--- config.mk ---
export PLATFORM = sky130hd
export DESIGN_NAME = seg7_decode_capture_flat
export DESIGN_NICKNAME = d
export VERILOG_FILES = /design/src/rtl/seg7_decode_capture_if.sv /design/src/rtl/seg7_decode_capture.sv /design/src/flat_wrapper.sv
export SDC_FILE = /design/constraint.sdc
export NUM_CORES = 1
export LEC_CHECK = 0
export ABC_CLOCK_PERIOD_IN_PS = 3080
export CELL_PAD_IN_SITES_DETAIL_PLACEMENT = 0
export CELL_PAD_IN_SITES_GLOBAL_PLACEMENT = 1
export CORE_MARGIN = 4
export CORE_UTILIZATION = 39
export DETAILED_ROUTE_END_ITERATION = 12
export GPL_ROUTABILITY_DRIVEN = 0
export GPL_TIMING_DRIVEN = 0
export HOLD_SLACK_MARGIN = 0.06
export PLACE_DENSITY = 0.8
export SYNTH_ARGS = -nofsm -noshare
export SYNTH_HDL_FRONTEND = slang
export SYNTH_SLANG_ARGS = --single-unit
--- constraint.sdc ---
create_clock -name clk -period 3.08 [get_ports clk]
set_input_delay 0.616 -clock clk [delete_from_list [all_inputs] [get_ports clk]]
set_output_delay 0.616 -clock clk [all_outputs]
set_load 0.01 [all_outputs]
--- src/rtl/seg7_decode_capture_if.sv ---
// Bus bundle for the 7-segment capture block: scanned display lines in, decoded frame out.
// The master side drives the display lines and out_ready; the slave side is the decoder.
interface seg7_decode_capture_if #(
    parameter int NUM_DIGITS = 6
);
    logic [6:0]              seg_in;
    logic [NUM_DIGITS-1:0]   digit_sel;
    logic [4*NUM_DIGITS-1:0] out_data;
    logic [NUM_DIGITS-1:0]   out_err_mask;
    logic                    out_valid;
    logic                    out_ready;
    logic                    out_ovf;

    modport master (
        output seg_in, digit_sel, out_ready,
        input  out_data, out_err_mask, out_valid, out_ovf
    );

    modport slave (
        input  seg_in, digit_sel, out_ready,
        output out_data, out_err_mask, out_valid, out_ovf
    );
endinterface

--- src/rtl/seg7_decode_capture.sv ---
// Recovers hex nibbles from a scanned, multiplexed active-low 7-segment bus and presents
// each complete frame (with per-digit decode errors) on a valid/ready output.
module seg7_decode_capture #(
    parameter int NUM_DIGITS    = 6,
    parameter int STABLE_CYCLES = 4
) (
    input  logic                 clk,
    input  logic                 rst,
    seg7_decode_capture_if.slave bus,
    output logic                 fsm_state
);
    localparam int CW = $clog2(STABLE_CYCLES + 1);
    localparam int SW = NUM_DIGITS + 7;

    localparam logic [0:0] ST_WAIT   = 1'b0;
    localparam logic [0:0] ST_LOCKED = 1'b1;

    logic [SW-1:0]           s_q;
    logic [CW-1:0]           cnt;
    logic [CW-1:0]           cnt_nxt;
    logic [0:0]              state;
    logic [SW-1:0]           sample;
    logic                    lock_now;
    logic                    sel_onehot;
    logic                    commit;
    logic [2:0]              idx;
    logic [4:0]              dec;

    logic [4*NUM_DIGITS-1:0] frame_q;
    logic [4*NUM_DIGITS-1:0] frame_nxt;
    logic [NUM_DIGITS-1:0]   err_q;
    logic [NUM_DIGITS-1:0]   err_nxt;
    logic [NUM_DIGITS-1:0]   bitmap;
    logic [NUM_DIGITS-1:0]   bitmap_nxt;
    logic                    frame_done;
    logic                    slot_free;

    logic [4*NUM_DIGITS-1:0] data_q;
    logic [NUM_DIGITS-1:0]   mask_q;
    logic                    valid_q;
    logic                    ovf_q;

    // Active-low segments, g is the MSB; blank or any unlisted pattern is an error.
    function automatic logic [4:0] seg_decode(input logic [6:0] s);
        case (s)
            7'b1000000: return 5'h00;
            7'b1111001: return 5'h01;
            7'b0100100: return 5'h02;
            7'b0110000: return 5'h03;
            7'b0011001: return 5'h04;
            7'b0010010: return 5'h05;
            7'b0000010: return 5'h06;
            7'b1111000: return 5'h07;
            7'b0000000: return 5'h08;
            7'b0010000: return 5'h09;
            7'b0001000: return 5'h0A;
            7'b0000011: return 5'h0B;
            7'b0100111: return 5'h0C;
            7'b0100001: return 5'h0D;
            7'b0000110: return 5'h0E;
            7'b0001110: return 5'h0F;
            default:    return 5'h10;
        endcase
    endfunction

    assign sample = {bus.digit_sel, bus.seg_in};

    always_comb begin
        if (sample != s_q) begin
            cnt_nxt = CW'(1);
        end else if (cnt == CW'(STABLE_CYCLES)) begin
            cnt_nxt = cnt;
        end else begin
            cnt_nxt = cnt + CW'(1);
        end
    end

    // Commit only on the WAIT->LOCKED step, so a long stable run commits exactly once.
    assign lock_now   = (cnt_nxt == CW'(STABLE_CYCLES));
    assign sel_onehot = (bus.digit_sel != '0) &&
                        ((bus.digit_sel & (bus.digit_sel - 1'b1)) == '0);
    assign commit     = (state == ST_WAIT) && lock_now && sel_onehot;
    assign dec        = seg_decode(bus.seg_in);

    always_comb begin
        idx = 3'd0;
        for (int i = 0; i < NUM_DIGITS; i++) begin
            if (bus.digit_sel[i]) idx = 3'(i);
        end
    end

    always_comb begin
        frame_nxt  = frame_q;
        err_nxt    = err_q;
        bitmap_nxt = bitmap;
        if (commit) begin
            frame_nxt[4*idx +: 4] = dec[3:0];
            err_nxt[idx]          = dec[4];
            bitmap_nxt[idx]       = 1'b1;
        end
    end

    assign frame_done = &bitmap_nxt;
    assign slot_free  = !valid_q || bus.out_ready;

    // Handshake: a frame transfers on any edge with out_valid & out_ready; while out_valid is
    // high and out_ready low, out_data/out_err_mask hold. A new frame may load on the transfer edge.
    always_ff @(posedge clk) begin
        if (rst) begin
            s_q     <= '0;
            cnt     <= '0;
            state   <= ST_WAIT;
            frame_q <= '0;
            err_q   <= '0;
            bitmap  <= '0;
            data_q  <= '0;
            mask_q  <= '0;
            valid_q <= 1'b0;
            ovf_q   <= 1'b0;
        end else begin
            s_q     <= sample;
            cnt     <= cnt_nxt;
            state   <= lock_now ? ST_LOCKED : ST_WAIT;
            frame_q <= frame_nxt;
            err_q   <= err_nxt;
            ovf_q   <= 1'b0;
            if (frame_done) begin
                bitmap <= '0;
                if (slot_free) begin
                    data_q  <= frame_nxt;
                    mask_q  <= err_nxt;
                    valid_q <= 1'b1;
                end else begin
                    ovf_q <= 1'b1;
                end
            end else begin
                bitmap <= bitmap_nxt;
                if (valid_q && bus.out_ready) valid_q <= 1'b0;
            end
        end
    end

    assign bus.out_data     = data_q;
    assign bus.out_err_mask = mask_q;
    assign bus.out_valid    = valid_q;
    assign bus.out_ovf      = ovf_q;
    assign fsm_state        = state[0];
endmodule

--- src/flat_wrapper.sv ---
// flat-port wrapper written by rule: the top's interface ports become plain ports
module seg7_decode_capture_flat 
#(
    parameter int NUM_DIGITS    = 6,
    parameter int STABLE_CYCLES = 4
)
  (clk, rst, fsm_state, bus_seg_in, bus_digit_sel, bus_out_ready, bus_out_data, bus_out_err_mask, bus_out_valid, bus_out_ovf);
  seg7_decode_capture_if #(.NUM_DIGITS(NUM_DIGITS)) bus_i ();
  input  logic clk;
  input  logic rst;
  output logic fsm_state;
  input wire logic [$bits(bus_i.seg_in)-1:0] bus_seg_in;
  input wire logic [$bits(bus_i.digit_sel)-1:0] bus_digit_sel;
  input wire logic [$bits(bus_i.out_ready)-1:0] bus_out_ready;
  output wire logic [$bits(bus_i.out_data)-1:0] bus_out_data;
  output wire logic [$bits(bus_i.out_err_mask)-1:0] bus_out_err_mask;
  output wire logic [$bits(bus_i.out_valid)-1:0] bus_out_valid;
  output wire logic [$bits(bus_i.out_ovf)-1:0] bus_out_ovf;
  assign bus_i.seg_in = bus_seg_in;
  assign bus_i.digit_sel = bus_digit_sel;
  assign bus_i.out_ready = bus_out_ready;
  assign bus_out_data = bus_i.out_data;
  assign bus_out_err_mask = bus_i.out_err_mask;
  assign bus_out_valid = bus_i.out_valid;
  assign bus_out_ovf = bus_i.out_ovf;
  seg7_decode_capture #(.NUM_DIGITS(NUM_DIGITS), .STABLE_CYCLES(STABLE_CYCLES)) u_core (.clk(clk), .rst(rst), .bus(bus_i), .fsm_state(fsm_state));
endmodule
==> reports/results.txt, run 1 <==
placed cell count: 609
Worst-path clk slew: 0.08 ns
# hold bufs at CTS: 0
Clock Tree Buf Depth: 2
fin crit share: 1.04
crit path launch type: flip-flop
Worst R2R Setup Slack: -0.11 ns
clock sinks: 85
Synth async-reset ratio: 0
Hold Crit Start: u_core.bus.out_data[4]
top_reg_cell synth: dfxtp_1
Post-synth EDFFs: 0
root buffer cell: clkbuf_8
Slew @ Worst Pin: 0.891 ns
Worst slew margin: 0.403
number of global-route vias before repair: 3363
fin util: 0.533
I/O Buffers: 44
Hold Path Sink: u_core.bus.out_data[4]
worst vdd ir: 227 µV
worst hold path cell count: 2
Netlist cell types: 51
RSZ-0062 raised after global routing: true
Hold Vio Cnt, Final: 0
count of pins over their slew limit: 0
most common cell after layout, fill and taps aside: dfxtp_1
max-cap violation count: 0
worst setup margin: -0.110 ns
status: finished, violations left
largest net degree at the start of global routing: 15
fmax: 314 MHz
number of nets in the layout: 530
Hold WC Path Type: reg -> reg
Antenna Cells: 0
WP data arrival: 3.43 ns
Filler cells: 912
Final Skew: 0.00829 ns
Die H: 110 µm
CP Max Fanout: 6
H-Tree Level Count: 3
area grow syn2layout: 30.5%
WHS: 0.464 ns
DRT antenna net count: 0
drt drc: 0
DR WL/cell: 15.4 µm
hpwl dp: 6760 µm
drt first pass iters: 4
fin cells: 645
Power Density: 375 nW/µm²
share of layout cells above drive strength 1: 0.203
Seq cells post-synth: 85
leakage: 2.24 nW
Tot GR Track Use: 0.172
RR Endpoint: u_core.bus.out_data[12]
vias post-DR: 3279
failing checks: negative setup slack
die area: 12100 µm²
reg-to-reg startpoint: u_core.cnt[0]
sequential fraction of the synthesis area: 0.419
global route overflow: 0
first-pass GRT wire length: 16200 µm
Total Power: 1.99 mW
synthesized area per cell: 9.40 µm²
commonest non-fill, non-tap cells in the layout: dfxtp_1, nor2b_1, nor2_1
CTS Buf Count: 9
Tmin final: 3.19 ns
WP data required: 3.32 ns
Cell Area, Synth: 4060 µm²
Iter 0 DRT Violations: 107
Syn Nets: 455
core area: 9950 µm²
setup violators final: 26
total negative setup slack: -1.85 ns
TritonCTS clock tree: built
Post-Syn Instances: 432
Ys Warns: 0
Initial Util: 0.408
Row Count: 36
DR vias/cell: 5.08
final WL: 9930 µm
critical path class: reg -> reg
Skew-Pair Late Insertion Delay: 0.35 ns
R2R cell count: 11
Die W: 110 µm
Worst Setup End Kind: flip-flop
I/O pin count: 49
initial antenna violation count: 0
## cell usage after synthesis (all sizes together) (7+ instances only)
cell type / instances / share of area
dfxtp: 85 / 0.42
nor2: 45 / 0.042
nor2b: 45 / 0.069
mux2i: 30 / 0.074
nand2: 24 / 0.022
clkbuf: 22 / 0.020
mux2: 22 / 0.076
inv: 16 / 0.015
xor2: 14 / 0.030
nor3: 13 / 0.016
nor4: 10 / 0.019
a21oi: 7 / 0.0086
ha: 7 / 0.022
nand2b: 7 / 0.011
nand3: 7 / 0.0086
o31ai: 7 / 0.013
## layer usage
layer  routed length, µm  part of all wire  GRT usage  vias to the layer above
li1                    -                 -          -                     1640
met1                4570              0.46      0.218                     1549
met2                4710              0.47      0.286                       74
met3                 466             0.047     0.0448                       16
met4                 190             0.019     0.0552                        0
met5                   0                 0          0                        -
## metrics by stage
step	setup slack [ns]	instance area, µm²
floorplan	-0.145	4090
global placement	-1.17	4700
detailed placement	-1.21	4700
CTS	-0.179	5170
global route	-0.186	5300
finish	-0.110	5300
## worst max-delay path, stage by stage, from the launching register on
cell and delay [ns]:
dfxtp_4 0.39, inv_4 0.04, ha_4 0.15, or3b_4 0.38
a211oi_4 0.29, o22ai_4 0.16, or4b_4 0.51, a21o_1 0.20
or3_1 0.36, buf_6 0.16, buf_12 0.14, mux2_4 0.29
## registers in the layout, summed over array words and instances, names as in the netlist
| signal | flops |
|---|---|
| u_core.s_q | 13 |
| u_core.bus.out_err_mask | 6 |
| u_core.bitmap | 6 |
| u_core.bus.out_data | 24 |
| u_core.cnt | 3 |
| u_core.err_q | 6 |
| u_core.fsm_state | 1 |
| u_core.bus.out_valid | 1 |
| u_core.bus.out_ovf | 1 |
| u_core.frame_q | 24 |
## power breakdown
group	internal (mW)	leakage (nW)	switching, mW	total (mW)
registers	1.11	0.689	0.00523	1.11
logic	0.0626	1.46	0.104	0.166
clock network	0.312	0.0880	0.399	0.711
total	1.48	2.24	0.508	1.99
## area by class of cell
type	count	area, µm²	share of cell area
multi-input combinational	303	2360	0.445
sequential	85	1710	0.322
timing repair buffer	66	666	0.126
tap	133	166	0.0314
buffer	26	161	0.0304
clock buffer	10	138	0.0260
inverter	16	65.1	0.0123
clock inverter	6	38.8	0.00732
## timing repair
item,CTS,global route
cloned,2,0
endpoints found under the setup margin,60,44
hold endpoints to repair,0,0
setup buffers,14,6
gates resized for setup,40,20
pin swaps,20,9
## cell families (layout without fill, tap and decap cells)
| family | count (synthesis) | after routing | synth area share |
|---|---|---|---|
| simple gates | 182 | 182 | 0.244 |
| flops | 85 | 85 | 0.419 |
| mux | 52 | 52 | 0.150 |
| compound gates | 46 | 46 | 0.0841 |
| buf+inv | 44 | 124 | 0.0471 |
| xor+xnor | 16 | 16 | 0.0345 |
| fa+ha+maj | 7 | 7 | 0.0216 |
## worst max path at each step
stage	endpoint	from	cells after the start
2_1_floorplan	u_core.bus.out_data[0]	bus_digit_sel[3]	10
3_3_place_gp	u_core.bus.out_data[13]	bus_digit_sel[5]	11
3_5_place_dp	u_core.bus.out_data[17]	bus_seg_in[6]	10
4_1_cts	u_core.bus.out_data[17]	u_core.cnt[1]	11
5_1_grt	u_core.bus.out_data[0]	u_core.cnt[1]	11
6_report	u_core.bus.out_data[12]	u_core.cnt[0]	11
Power figures use the tool's default switching activity.
==> inputs of run 2 (changes only) <==
SETUP_SLACK_MARGIN = 0.1   (was unset)
==> run 2 against run 1 <==
Net effect: the run still ends with negative setup slack left; wire length grew 2.5%; combinational power barely moved; cell area rose by 2.2%; setup slack got worse by 0.0030 ns; sequential share of layout area down 0.69 points; sequential cell count unchanged; critical path depth unchanged; clock power is essentially flat; utilization rose by 1.2 points.
==> reports/results.txt, run 2 (same netlist as run 1, synthesis figures left out) <==
sequential power share: 0.558
status: finished, violations left
Die H: 110 µm
# hold bufs at CTS: 0
Tot GR Track Use: 0.173
drt drc: 0
global route overflow: 0
Tmin final: 3.19 ns
drt first pass iters: 4
max-cap violation count: 0
Hold Path Sink: u_core.bus.out_data[4]
cell-by-cell listing of the critical path: inv_4, ha_4, or3b_4, a211oi_4, o22ai_4, or4b_4, a21o_1, or3_1, buf_6, buf_12, mux2_4
worst hold path cell count: 2
most common cell after layout, fill and taps aside: dfxtp_1
CP Max Fanout: 6
Die W: 110 µm
vias post-DR: 3278
Hold Vio Cnt, Final: 0
initial antenna violation count: 0
I/O Buffers: 44
crit path launch type: flip-flop
Pint: 1.48 mW
Antenna Cells: 0
die area: 12100 µm²
crit-path max cell delay: 0.51 ns
reg-to-reg startpoint: u_core.cnt[0]
area grow syn2layout: 33.4%
clock sinks: 85
RR Endpoint: u_core.bus.out_data[12]
largest net degree at the start of global routing: 15
Switching Share: 0.256
count of pins over their slew limit: 0
Final Skew: 0.00811 ns
Iter 0 DRT Violations: 111
leakage: 2.29 nW
number of nets in the layout: 534
DR WL/cell: 15.7 µm
root buffer cell: clkbuf_8
Worst R2R Setup Slack: -0.11 ns
Worst-path clk slew: 0.08 ns
H-Tree Level Count: 3
Hold WC Path Type: reg -> reg
WHS: 0.464 ns
R2R cell count: 11
fin util: 0.544
DR vias/cell: 5.05
CTS Buf Count: 9
worst setup margin: -0.113 ns
failing checks: negative setup slack
Power Density: 368 nW/µm²
WP data arrival: 3.44 ns
I/O pin count: 49
sw power: 0.510 mW
final WL: 10200 µm
commonest non-fill, non-tap cells in the layout: dfxtp_1, nor2b_1, nor2_1
critical path class: reg -> reg
Clock power frac: 0.357
Hold Crit Start: u_core.bus.out_data[4]
Worst slew margin: 0.421
first-pass GRT wire length: 16300 µm
RSZ-0062 raised after global routing: true
slowest CP cell: or4b_4
fmax: 313 MHz
fin crit share: 1.04
Clock Tree Buf Depth: 2
Slew @ Worst Pin: 0.863 ns
combinational share of power: 0.084
share of layout cells above drive strength 1: 0.215
Worst Setup End Kind: flip-flop
worst vdd ir: 227 µV
core area: 9950 µm²
WP data required: 3.33 ns
Skew-Pair Late Insertion Delay: 0.35 ns
TritonCTS clock tree: built
DRT antenna net count: 0
Row Count: 36
hpwl dp: 6760 µm
setup violators final: 28
Initial Util: 0.408
number of global-route vias before repair: 3375
## run 2: cell types whose count changed in the layout (fill, tap and decap cells not counted), sizes merged
cell / before / now
clkbuf: 31 / 33
buf: 27 / 29
## run 2: metrics by stage
step / instances / cell area, µm² / setup slack [ns] / TNS [ns] / power, mW
floorplan: 432 / 4090 / -0.145 / -2.37 / 1.24
detailed placement: 609 / 4700 / -1.21 / -58.24 / 1.29
global placement: 609 / 4700 / -1.17 / -55.55 / 1.29
global route: 649 / 5420 / -0.190 / -4.80 / 2.08
finish: 649 / 5420 / -0.113 / -2.54 / 1.99
CTS: 641 / 5210 / -0.179 / -4.50 / 2.01
## run 2: timing repair
action                                  in CTS  in global routing
pin swaps                                   20                 11
gates cloned                                 2                  1
resized for setup                           46                 27
buffers inserted                            14                  7
endpoints found under the setup margin      60                 59
## run 2: power by group through the flow
stage / registers, mW / logic [mW] / clock network (mW)
2_1_floorplan: 1.14 / 0.102 / 0
3_3_place_gp: 1.14 / 0.150 / 0
3_5_place_dp: 1.14 / 0.152 / 0
4_1_cts: 1.11 / 0.162 / 0.733
5_1_grt: 1.11 / 0.186 / 0.778
6_report: 1.11 / 0.168 / 0.711
## run 2: metal layers
layer,global-route usage,wire length (µm)
met3,0.0448,356
met4,0.0561,174
met1,0.220,4770
met2,0.287,4870
met5,0,0
## run 2: layout make-up
cell class / instances / area (µm²)
flip-flops and latches: 85 / 1710
clock buffers: 10 / 138
clock inverters: 6 / 38.8
plain buffers: 28 / 186
fillers: 908 / 4540
multi-input cells: 303 / 2410
repair buffers: 68 / 702
inverters: 16 / 65.1
well taps: 133 / 166
## run 2: critical path: cells and delay by family (launching register included)
| kind | cells | cell delay [ns] |
|---|---|---|
| AND/OR/NAND/NOR | 3 | 1.25 |
| AO/OA/AOI/OAI | 3 | 0.65 |
| flip-flops | 1 | 0.39 |
| buffers and inverters | 3 | 0.35 |
| multiplexers | 1 | 0.29 |
| adder cells (fa/ha/maj) | 1 | 0.15 |
## run 2: worst max path at each step
stage / from / to
global placement: bus_digit_sel[5] / u_core.bus.out_data[13]
finish: u_core.cnt[0] / u_core.bus.out_data[12]
global route: u_core.cnt[1] / u_core.bus.out_data[0]
detailed placement: bus_seg_in[6] / u_core.bus.out_data[17]
CTS: u_core.cnt[1] / u_core.bus.out_data[17]
floorplan: bus_digit_sel[3] / u_core.bus.out_data[0]
